[src/rtl/dmem_lsu.sv]
// dmem_lsu: MEM-stage load/store unit in front of a word-only DMEM.
// Optional LSU_MISALIGN_TRAP_EN traps misaligned H/HU/W instead of aligning down.
module dmem_lsu #(
  parameter logic [31:0] DMEM_BASE  = 32'h8000_0000,
  parameter int          DMEM_BYTES = 1024,
  parameter int          READ_LAT   = 1
) (
  input  logic        clk,
  input  logic        rst_n,
  input  logic        req_valid,
  output logic        req_ready,
  input  logic        req_we,
  input  logic [2:0]  req_funct3,
  input  logic [31:0] req_addr,
  input  logic [31:0] req_wdata,
  output logic        resp_valid,
  output logic [31:0] resp_rdata,
  output logic        resp_err,
  output logic        mem_read,
  output logic        mem_write,
  output logic [31:0] mem_addr,
  output logic [31:0] mem_wdata,
  input  logic [31:0] mem_rdata
);

  typedef enum logic [1:0] {
    IDLE, RD_WAIT, WRITE, RESP
  } state_t;

  localparam logic [31:0] DMEM_END =
    DMEM_BASE + 32'(DMEM_BYTES);
  localparam logic [2:0] CNT_LAST = 3'(READ_LAT - 1);

  state_t      state_q, state_d;
  logic [2:0]  cnt_q, cnt_d;
  logic        we_q;
  logic [2:0]  f3_q;
  logic [1:0]  lane_q;
  logic [15:0] wdata_q;
  logic [31:0] rdata_q, rdata_d;
  logic        err_q, err_d;
  logic [31:0] maddr_q, maddr_d;
  logic [31:0] mwdata_q, mwdata_d;

  logic        hs, in_range, illegal, misalign;
  logic        is_b, is_h, is_w;
  logic [7:0]  lane_byte;
  logic [15:0] lane_half;
  logic [31:0] load_val, merge_val;

  assign req_ready  = rst_n && (state_q == IDLE);
  assign hs         = req_valid && req_ready;
  assign resp_valid = (state_q == RESP);
  assign mem_read   = (state_q == RD_WAIT);
  assign mem_write  = (state_q == WRITE);
  assign mem_addr   = maddr_q;
  assign mem_wdata  = mwdata_q;
  assign resp_rdata = rdata_q;
  assign resp_err   = err_q;

  assign in_range = (req_addr >= DMEM_BASE) &&
                    (req_addr < DMEM_END);

  // Loads may be signed or unsigned; stores are B/H/W only.
  always_comb begin
    illegal = 1'b0;
    unique case (req_funct3)
      3'b000, 3'b001, 3'b010: illegal = 1'b0;
      3'b100, 3'b101:         illegal = req_we;
      default:                illegal = 1'b1;
    endcase
  end

`ifdef LSU_MISALIGN_TRAP_EN
  assign misalign =
    (req_funct3[1:0] == 2'b01 && req_addr[0]) ||
    (req_funct3[1:0] == 2'b10 && req_addr[1:0] != 2'b00);
`else
  assign misalign = 1'b0;
`endif

  assign is_b = (f3_q[1:0] == 2'b00);
  assign is_h = (f3_q[1:0] == 2'b01);
  assign is_w = (f3_q[1:0] == 2'b10);

  assign lane_byte = mem_rdata[{lane_q, 3'b000} +: 8];
  assign lane_half = lane_q[1] ? mem_rdata[31:16]
                               : mem_rdata[15:0];

  // Lane select and extension of the returned word.
  always_comb begin
    load_val = mem_rdata;
    unique case (1'b1)
      is_w: load_val = mem_rdata;
      is_h: load_val = {{16{lane_half[15] & ~f3_q[2]}},
                        lane_half};
      is_b: load_val = {{24{lane_byte[7] & ~f3_q[2]}},
                        lane_byte};
      default: load_val = mem_rdata;
    endcase
  end

  // Replace the addressed lane(s), keep the rest of the word.
  always_comb begin
    merge_val = mem_rdata;
    if (is_h)
      merge_val[{lane_q[1], 4'b0000} +: 16] = wdata_q;
    else
      merge_val[{lane_q, 3'b000} +: 8] = wdata_q[7:0];
  end

  // Next-state and next-output logic.
  always_comb begin
    state_d  = state_q;
    cnt_d    = cnt_q;
    rdata_d  = rdata_q;
    err_d    = err_q;
    maddr_d  = maddr_q;
    mwdata_d = mwdata_q;
    unique case (state_q)
      IDLE: begin
        if (hs) begin
          maddr_d  = {req_addr[31:2], 2'b00};
          mwdata_d = req_wdata;
          cnt_d    = 3'd0;
          if (illegal || misalign) begin
            rdata_d = 32'd0;
            err_d   = 1'b1;
            state_d = RESP;
          end else if (!in_range) begin
            rdata_d = 32'd0;
            err_d   = 1'b0;
            state_d = RESP;
          end else if (req_we &&
                       req_funct3[1:0] == 2'b10) begin
            state_d = WRITE;
          end else begin
            state_d = RD_WAIT;
          end
        end
      end
      RD_WAIT: begin
        if (cnt_q == CNT_LAST) begin
          cnt_d = 3'd0;
          if (we_q) begin
            mwdata_d = merge_val;
            state_d  = WRITE;
          end else begin
            rdata_d = load_val;
            err_d   = 1'b0;
            state_d = RESP;
          end
        end else begin
          cnt_d = cnt_q + 3'd1;
        end
      end
      WRITE: begin
        rdata_d = 32'd0;
        err_d   = 1'b0;
        state_d = RESP;
      end
      RESP:    state_d = IDLE;
      default: state_d = IDLE;
    endcase
  end

  // State and datapath registers; reset aborts any operation.
  always_ff @(posedge clk or negedge rst_n) begin
    if (!rst_n) begin
      state_q  <= IDLE;
      cnt_q    <= 3'd0;
      rdata_q  <= 32'd0;
      err_q    <= 1'b0;
      maddr_q  <= 32'd0;
      mwdata_q <= 32'd0;
    end else begin
      state_q  <= state_d;
      cnt_q    <= cnt_d;
      rdata_q  <= rdata_d;
      err_q    <= err_d;
      maddr_q  <= maddr_d;
      mwdata_q <= mwdata_d;
    end
  end

  // Request fields captured on handshake.
  always_ff @(posedge clk or negedge rst_n) begin
    if (!rst_n) begin
      we_q    <= 1'b0;
      f3_q    <= 3'd0;
      lane_q  <= 2'd0;
      wdata_q <= 16'd0;
    end else if (hs) begin
      we_q    <= req_we;
      f3_q    <= req_funct3;
      lane_q  <= req_addr[1:0];
      wdata_q <= req_wdata[15:0];
    end
  end

endmodule

[config.mk]
export PLATFORM = sky130hd
export DESIGN_NAME = dmem_lsu
export DESIGN_NICKNAME = d
export VERILOG_FILES = /design/src/rtl/dmem_lsu.sv
export SDC_FILE = /design/constraint.sdc
export NUM_CORES = 1
export LEC_CHECK = 0
export ABC_AREA = 1
export ABC_CLOCK_PERIOD_IN_PS = 2400
export CORE_ASPECT_RATIO = 1.75
export CORE_MARGIN = 5
export CORE_UTILIZATION = 48
export DETAILED_ROUTE_END_ITERATION = 6
export GPL_ROUTABILITY_DRIVEN = 0
export PLACE_DENSITY = 0.93
export REMOVE_ABC_BUFFERS = 1
export SYNTH_ARGS = -nofsm -noshare
export SYNTH_HDL_FRONTEND = slang
export SYNTH_SLANG_ARGS = --single-unit
[constraint.sdc]
create_clock -name clk -period 2.4 [get_ports clk]
set_input_delay 0.36 -clock clk [delete_from_list [all_inputs] [get_ports clk]]
set_output_delay 0.36 -clock clk [all_outputs]
set_load 0.02 [all_outputs]
After elaboration in Yosys (flattened, before gate mapping)
Cells that the tools add are included.
{"block": "totals", "inputBits": 103, "wordCells": 86, "out_inout_bits": 101, "reg_bits": 122}
{"block": "classes", "n_shift": 5, "addsub": 3, "n_bitwise": 3, "n_lt_le_gt_ge": 2, "n_eq_ne": 14, "n_reduce_logical": 17, "mux": 32}
{"cell": "$mux W32", "n": 9}
{"cell": "$pmux W32 S2", "n": 2}
{"cell": "$pmux W32 S3", "n": 1}
{"cell": "$bwmux W32", "n": 2}
{"cell": "$ge A32 B32 Y1 const B", "n": 1}
{"cell": "$lt A32 B32 Y1 const B", "n": 1}
{"cell": "$shift A16 B7 Y32 const A", "n": 1}
{"cell": "$shift A8 B7 Y32 const A", "n": 1}
{"cell": "$shiftx A16 B7 Y32", "n": 1}
{"cell": "$shiftx A32 B6 Y8", "n": 1}
{"cell": "$shiftx A8 B7 Y32", "n": 1}
{"cell": "$mux W16", "n": 1}
{"cell": "$neg A5 Y7", "n": 2}
{"cell": "$mux W2", "n": 5}
{"cell": "$pmux W2 S4", "n": 1}
{"cell": "$eq A2 B2 Y1 const B", "n": 3}
{"cell": "$eq A3 B3 Y1 const B", "n": 2}
{"cell": "$logic_not A3 Y1", "n": 2}
{"cell": "$mux W1", "n": 6}
{"cell": "$mux W3", "n": 2}
{"cell": "$pmux W3 S2", "n": 1}
{"cell": "$reduce_and A2 Y1", "n": 3}
{"cell": "$reduce_and A5 Y1", "n": 1}
{"cell": "$eq A2 B1 Y1 const B", "n": 2}
{"cell": "17 further kinds", "n": 24}

Longest topological paths before layout
{"block": "logic_depth", "word_depth": 7, "ltp_mapped": 11, "mapped_depth_nobuf": 11}

Least setup slack after synthesis
No wires, ideal clock.
{"block": "synth_timing", "path_kind": "register to register", "startpoint": "register lane_q[1]", "endpoint": "register mwdata_q[0], in the netlist mem_wdata[0]", "stages_incl_launch_ff": 12, "n_path_buf": 3, "setup_ns": 0.065, "path_slack_ns": 0.375, "required_time_ns": 2.335, "synth_period_minus_slack_ns": 2.025, "arrival_time_ns": 1.960, "path_cell_list": "dfrtp_1 buf_2 inv_4 clkbuf_1 ha_1 buf_1 nand4_1 o22ai_1 nand2_1 nand2_1 nand2_1 nand2_1"}
{"block": "synth_between", "elab_chain_cells": 7, "elab_cells_between_ends": 12, "classes_between": "add/sub: 2; shift: 4; mux: 6"}
{"item": "start, declared", "line_no": "38", "source": "logic [1:0] lane_q;"}
{"item": "start signal, assigned", "line_no": "196", "source": "lane_q <= req_addr[1:0];"}
{"item": "$neg A5 Y7 (on tied branches)", "line_no": "107, 109"}
{"item": "$shiftx A16 B7 Y32 (tied with other cells)", "line_no": "107", "source": "merge_val[{lane_q[1], 4'b0000} +: 16] = wdata_q;"}
{"item": "$bwmux W32 (on tied branches)", "line_no": "107, 109"}
{"item": "$mux W32 (*)", "line_no": "106", "source": "if (is_h)"}
{"item": "$mux W32 (*)", "line_no": "145", "source": "if (we_q) begin"}
{"item": "$mux W32 (*)", "line_no": "143", "source": "if (cnt_q == CNT_LAST) begin"}
{"item": "$pmux W32 S2 (*)", "line_no": "120", "source": "unique case (state_q)"}
{"item": "end signal, assigned", "line_no": "182", "source": "mwdata_q <= mwdata_d;"}
{"item": "end, declared", "line_no": "43", "source": "logic [31:0] mwdata_q, mwdata_d;"}
Every way passes the cells marked *; elsewhere a longest branch is shown, timed or not. The select of a mux whose other input is x is not followed.
A chain may end at the register's enable or synchronous reset.

Worst setup path after layout
{"block": "layout_timing", "startpoint": "register state_q[0]", "endpoint": "output req_ready"}
{"block": "layout_between", "elab_chain_cells": 2}
{"item": "start, declared", "line_no": "34", "source": "state_t state_q, state_d;"}
{"item": "start signal, assigned", "line_no": "177", "source": "state_q <= state_d;"}
{"item": "$logic_not A2 Y1", "line_no": "51", "source": "assign req_ready = rst_n && (state_q == IDLE);"}
{"item": "$logic_and A1 B1 Y1", "line_no": "51"}
{"item": "end, declared", "line_no": "11", "source": "output logic req_ready,"}
Every way passes these cells.

==> impl_metrics.py <==
metrics = {
    "final_layout": {
        "drive_above_1_share_pct": 9.42,
        "final_util_pct": 68.4,
        "layout_commonest_cell": "nand2_1",
        "syn_to_final_growth_pct": 39.9,
        "nFillCells": 1083,
        "layoutNonFillerInstCount": 1326,
        "final_net_count": 1247,
        "final_cell_mix": "nand2_1, clkdlybuf4s50_1, dfrtp_1",
        "num_antenna_cells": 0,
        "fin_area_um2": 9830,
    },
    "place": {
        "dpl.cell_count": 1293,
        "hpwl_um": 16700,
        "place_ws_ns": 0.119,
        "portBuffers": 201,
        "postPlaceCellArea_um2": 9190,
    },
    "clock_network": {
        "clk_latency_ns": 0.43,
        "cts_sinks": 122,
        "cts_made_buffers": 17,
        "clockBufferDepth": 2,
        "htreeDepth": 4,
        "cts_tree": "yes",
        "cts_root_buf": "clkbuf_16",
        "post_cts_buffers": 0,
        "clk_pin_slew_ns": 0.06,
    },
    "sta": {
        "fmax_mhz": 443,
        "finalHoldViolCount": 0,
        "drv_slew": 0,
        "setup_viol": 0,
        "clock_skew_ns": 0.0108,
        "fin_crit_sh_pct": 94.0,
        "timing.final.ws_setup_ns": 0.145,
        "tightest_slew_ns": 0.670,
        "whs_ns": 0.340,
        "grt_setup_unrepaired": "false",
        "slew_headroom_pct": 55.4,
        "finalSetupTns_ns": 0,
        "fin_crit_ns": 2.26,
    },
    "critical_path": {
        "critPathMaxFanout": 6,
        "cp-end-kind": "primary output",
        "crit_family": "buffers and inverters",
        "crit_type": "reg2out",
        "slowest_stage": "clkdlybuf4s50_1",
        "worstPathCellList": "inv_1 -> ha_4 -> nand2_1 -> inv_1 -> clkdlybuf4s50_1",
        "cp_common_cell": "inv_1",
        "max_stage_delay_ns": 0.60,
        "arrival_ns": 1.90,
        "cp_data_required_time_ns": 2.04,
        "critical_path.startpoint_type": "flop",
        "path_buf_inv": 3,
    },
    "flow_run": {
        "drv_cap": 0,
    },
    "die": {
        "core_um2": 14400,
        "ioPinCount": 204,
        "dieWidth_um": 101,
        "die_area_um2": 17300,
        "row_count": 58,
        "start_util_pct": 48.9,
        "die_y_um": 170,
    },
    "routing": {
        "drtPass1Iterations": 6,
        "antenna_left": 0,
        "drt_iter0_drc": 712,
        "vias": 7462,
        "finalWirelength_um": 23800,
        "route.detailed.drc": 0,
        "wl_per_cell_um": 17.9,
        "vias_per_cell": 5.63,
    },
    "power": {
        "p_leak_nw": 4.67,
        "power_density_nw_per_um2": 1460,
        "ir_worst_vdd_uv": 873,
        "power.total_mw": 14.3,
    },
    "global_routing": {
        "track_usage_pct": 27.7,
        "grt_max_degree": 112,
        "overflow": 0,
        "grt_pass1_vias": 7499,
        "grt_pass1_wl_um": 37300,
        "antenna_found_initial": 0,
    },
    "yosys": {
        "yosysSeqAreaShare_pct": 43.4,
        "yosysWarnings": 0,
        "synthCells": 946,
        "ys_ff_latch": 122,
        "synth_area_per_cell_um2": 7.43,
        "ys_types": 34,
        "syn_area_um2": 7030,
    },
    "outcome": {
        "outcome": "finished, final reports clean",
    },
    "min_path": {
        "min_path_type": "in2async",
    },
}
==> metal layers <==
metal | part of all wire [%] | vias up | routed length, µm | track usage, %
li1 | - | 3430 | - | -
met1 | 33 | 3431 | 7840 | 30.3
met2 | 51 | 468 | 12100 | 46.6
met3 | 8.9 | 133 | 2120 | 7.51
met4 | 7.0 | 0 | 1660 | 17.6
met5 | 0 | - | 0 | 0
==> area by class of cell <==
type	instances	area (µm²)	share of cell area, %
multi-input combinational	662	3320	33.7
sequential	122	3050	31.1
timing repair buffer	220	2210	22.5
clock buffer	21	460	4.68
inverter	110	419	4.26
tap	180	225	2.29
clock inverter	11	145	1.48
==> cells in the mapped netlist <==
cell | count | area [µm²]
mux2_2 | 17 | 191
xnor2_1 | 1 | 8.76
nand3_1 | 47 | 235
nor3_1 | 2 | 10.0
nor2_4 | 1 | 11.3
clkinv_2 | 1 | 5.00
o21ai_1 | 16 | 80.1
o211ai_1 | 6 | 45.0
buf_1 | 1 | 3.75
clkbuf_1 | 26 | 97.6
nand3_4 | 1 | 17.5
nand2_4 | 1 | 11.3
a21boi_1 | 8 | 60.1
buf_6 | 6 | 67.6
inv_4 | 1 | 6.26
inv_2 | 4 | 15.0
clkinv_1 | 2 | 7.51
o21ai_0 | 109 | 546
buf_2 | 17 | 85.1
or2_2 | 16 | 100
o22ai_1 | 9 | 56.3
dfrtp_1 | 122 | 3050
nor2_1 | 26 | 97.6
ha_1 | 11 | 138
buf_4 | 3 | 22.5
nand3_2 | 2 | 20.0
nand2_1 | 290 | 1090
nand2_2 | 3 | 18.8
conb_1 | 1 | 3.75
nand4_1 | 1 | 6.26
a21oi_1 | 68 | 340
a21oi_2 | 9 | 78.8
inv_1 | 102 | 383
a22oi_1 | 16 | 120
==> worst paths after layout <==
path	startpoint	to	slack, ns	cells after the start
max	state_q[0]	req_ready	0.14	5
min	rst_n	mem_wdata[21]	0.34	2
max reg2reg	state_q[1]	mem_wdata[16]	0.16	9
min reg2reg	mem_wdata[3]	mem_wdata[3]	0.48	2
max in group asynchronous	rst_n	lane_q[1]	1.18	3
min in group clk	mem_wdata[3]	mem_wdata[3]	0.48	2
==> flip-flops by register name (all words and copies together) (netlist names) <==
name        cells
mem_wdata      32
resp_rdata     32
mem_addr       30
wdata_q        16
cnt_q           3
f3_q            3
lane_q          2
state_q         2
resp_err        1
we_q            1
==> what timing repair did <==
action	in CTS	in global routing
endpoints found under the hold margin	11	0
resized for setup	0	7
endpoints found under the setup margin	0	16
hold buffers	1	0
==> report_power, final <==
part | switching [mW] | leakage (nW) | internal, mW | total (mW)
Sequential | 0.646 | 1.51 | 3.01 | 3.65
Clock | 0.990 | 0.289 | 1.68 | 2.67
Combinational | 4.83 | 2.87 | 3.16 | 8.00
==> logic make-up (layout without fill, tap and decap cells) <==
family          after synthesis  in the layout  synth area share, %
compound gates              241            241                 18.9
buf+inv                     163            362                 9.86
other cells                   1              2               0.0533
mux                          17             17                 2.72
simple gates                390            390                 23.0
flops                       122            122                 43.4
xor+xnor                      1              1                0.125
fa+ha+maj                    11             11                 1.96
Note: power is estimated with default switching activity, not from simulation.
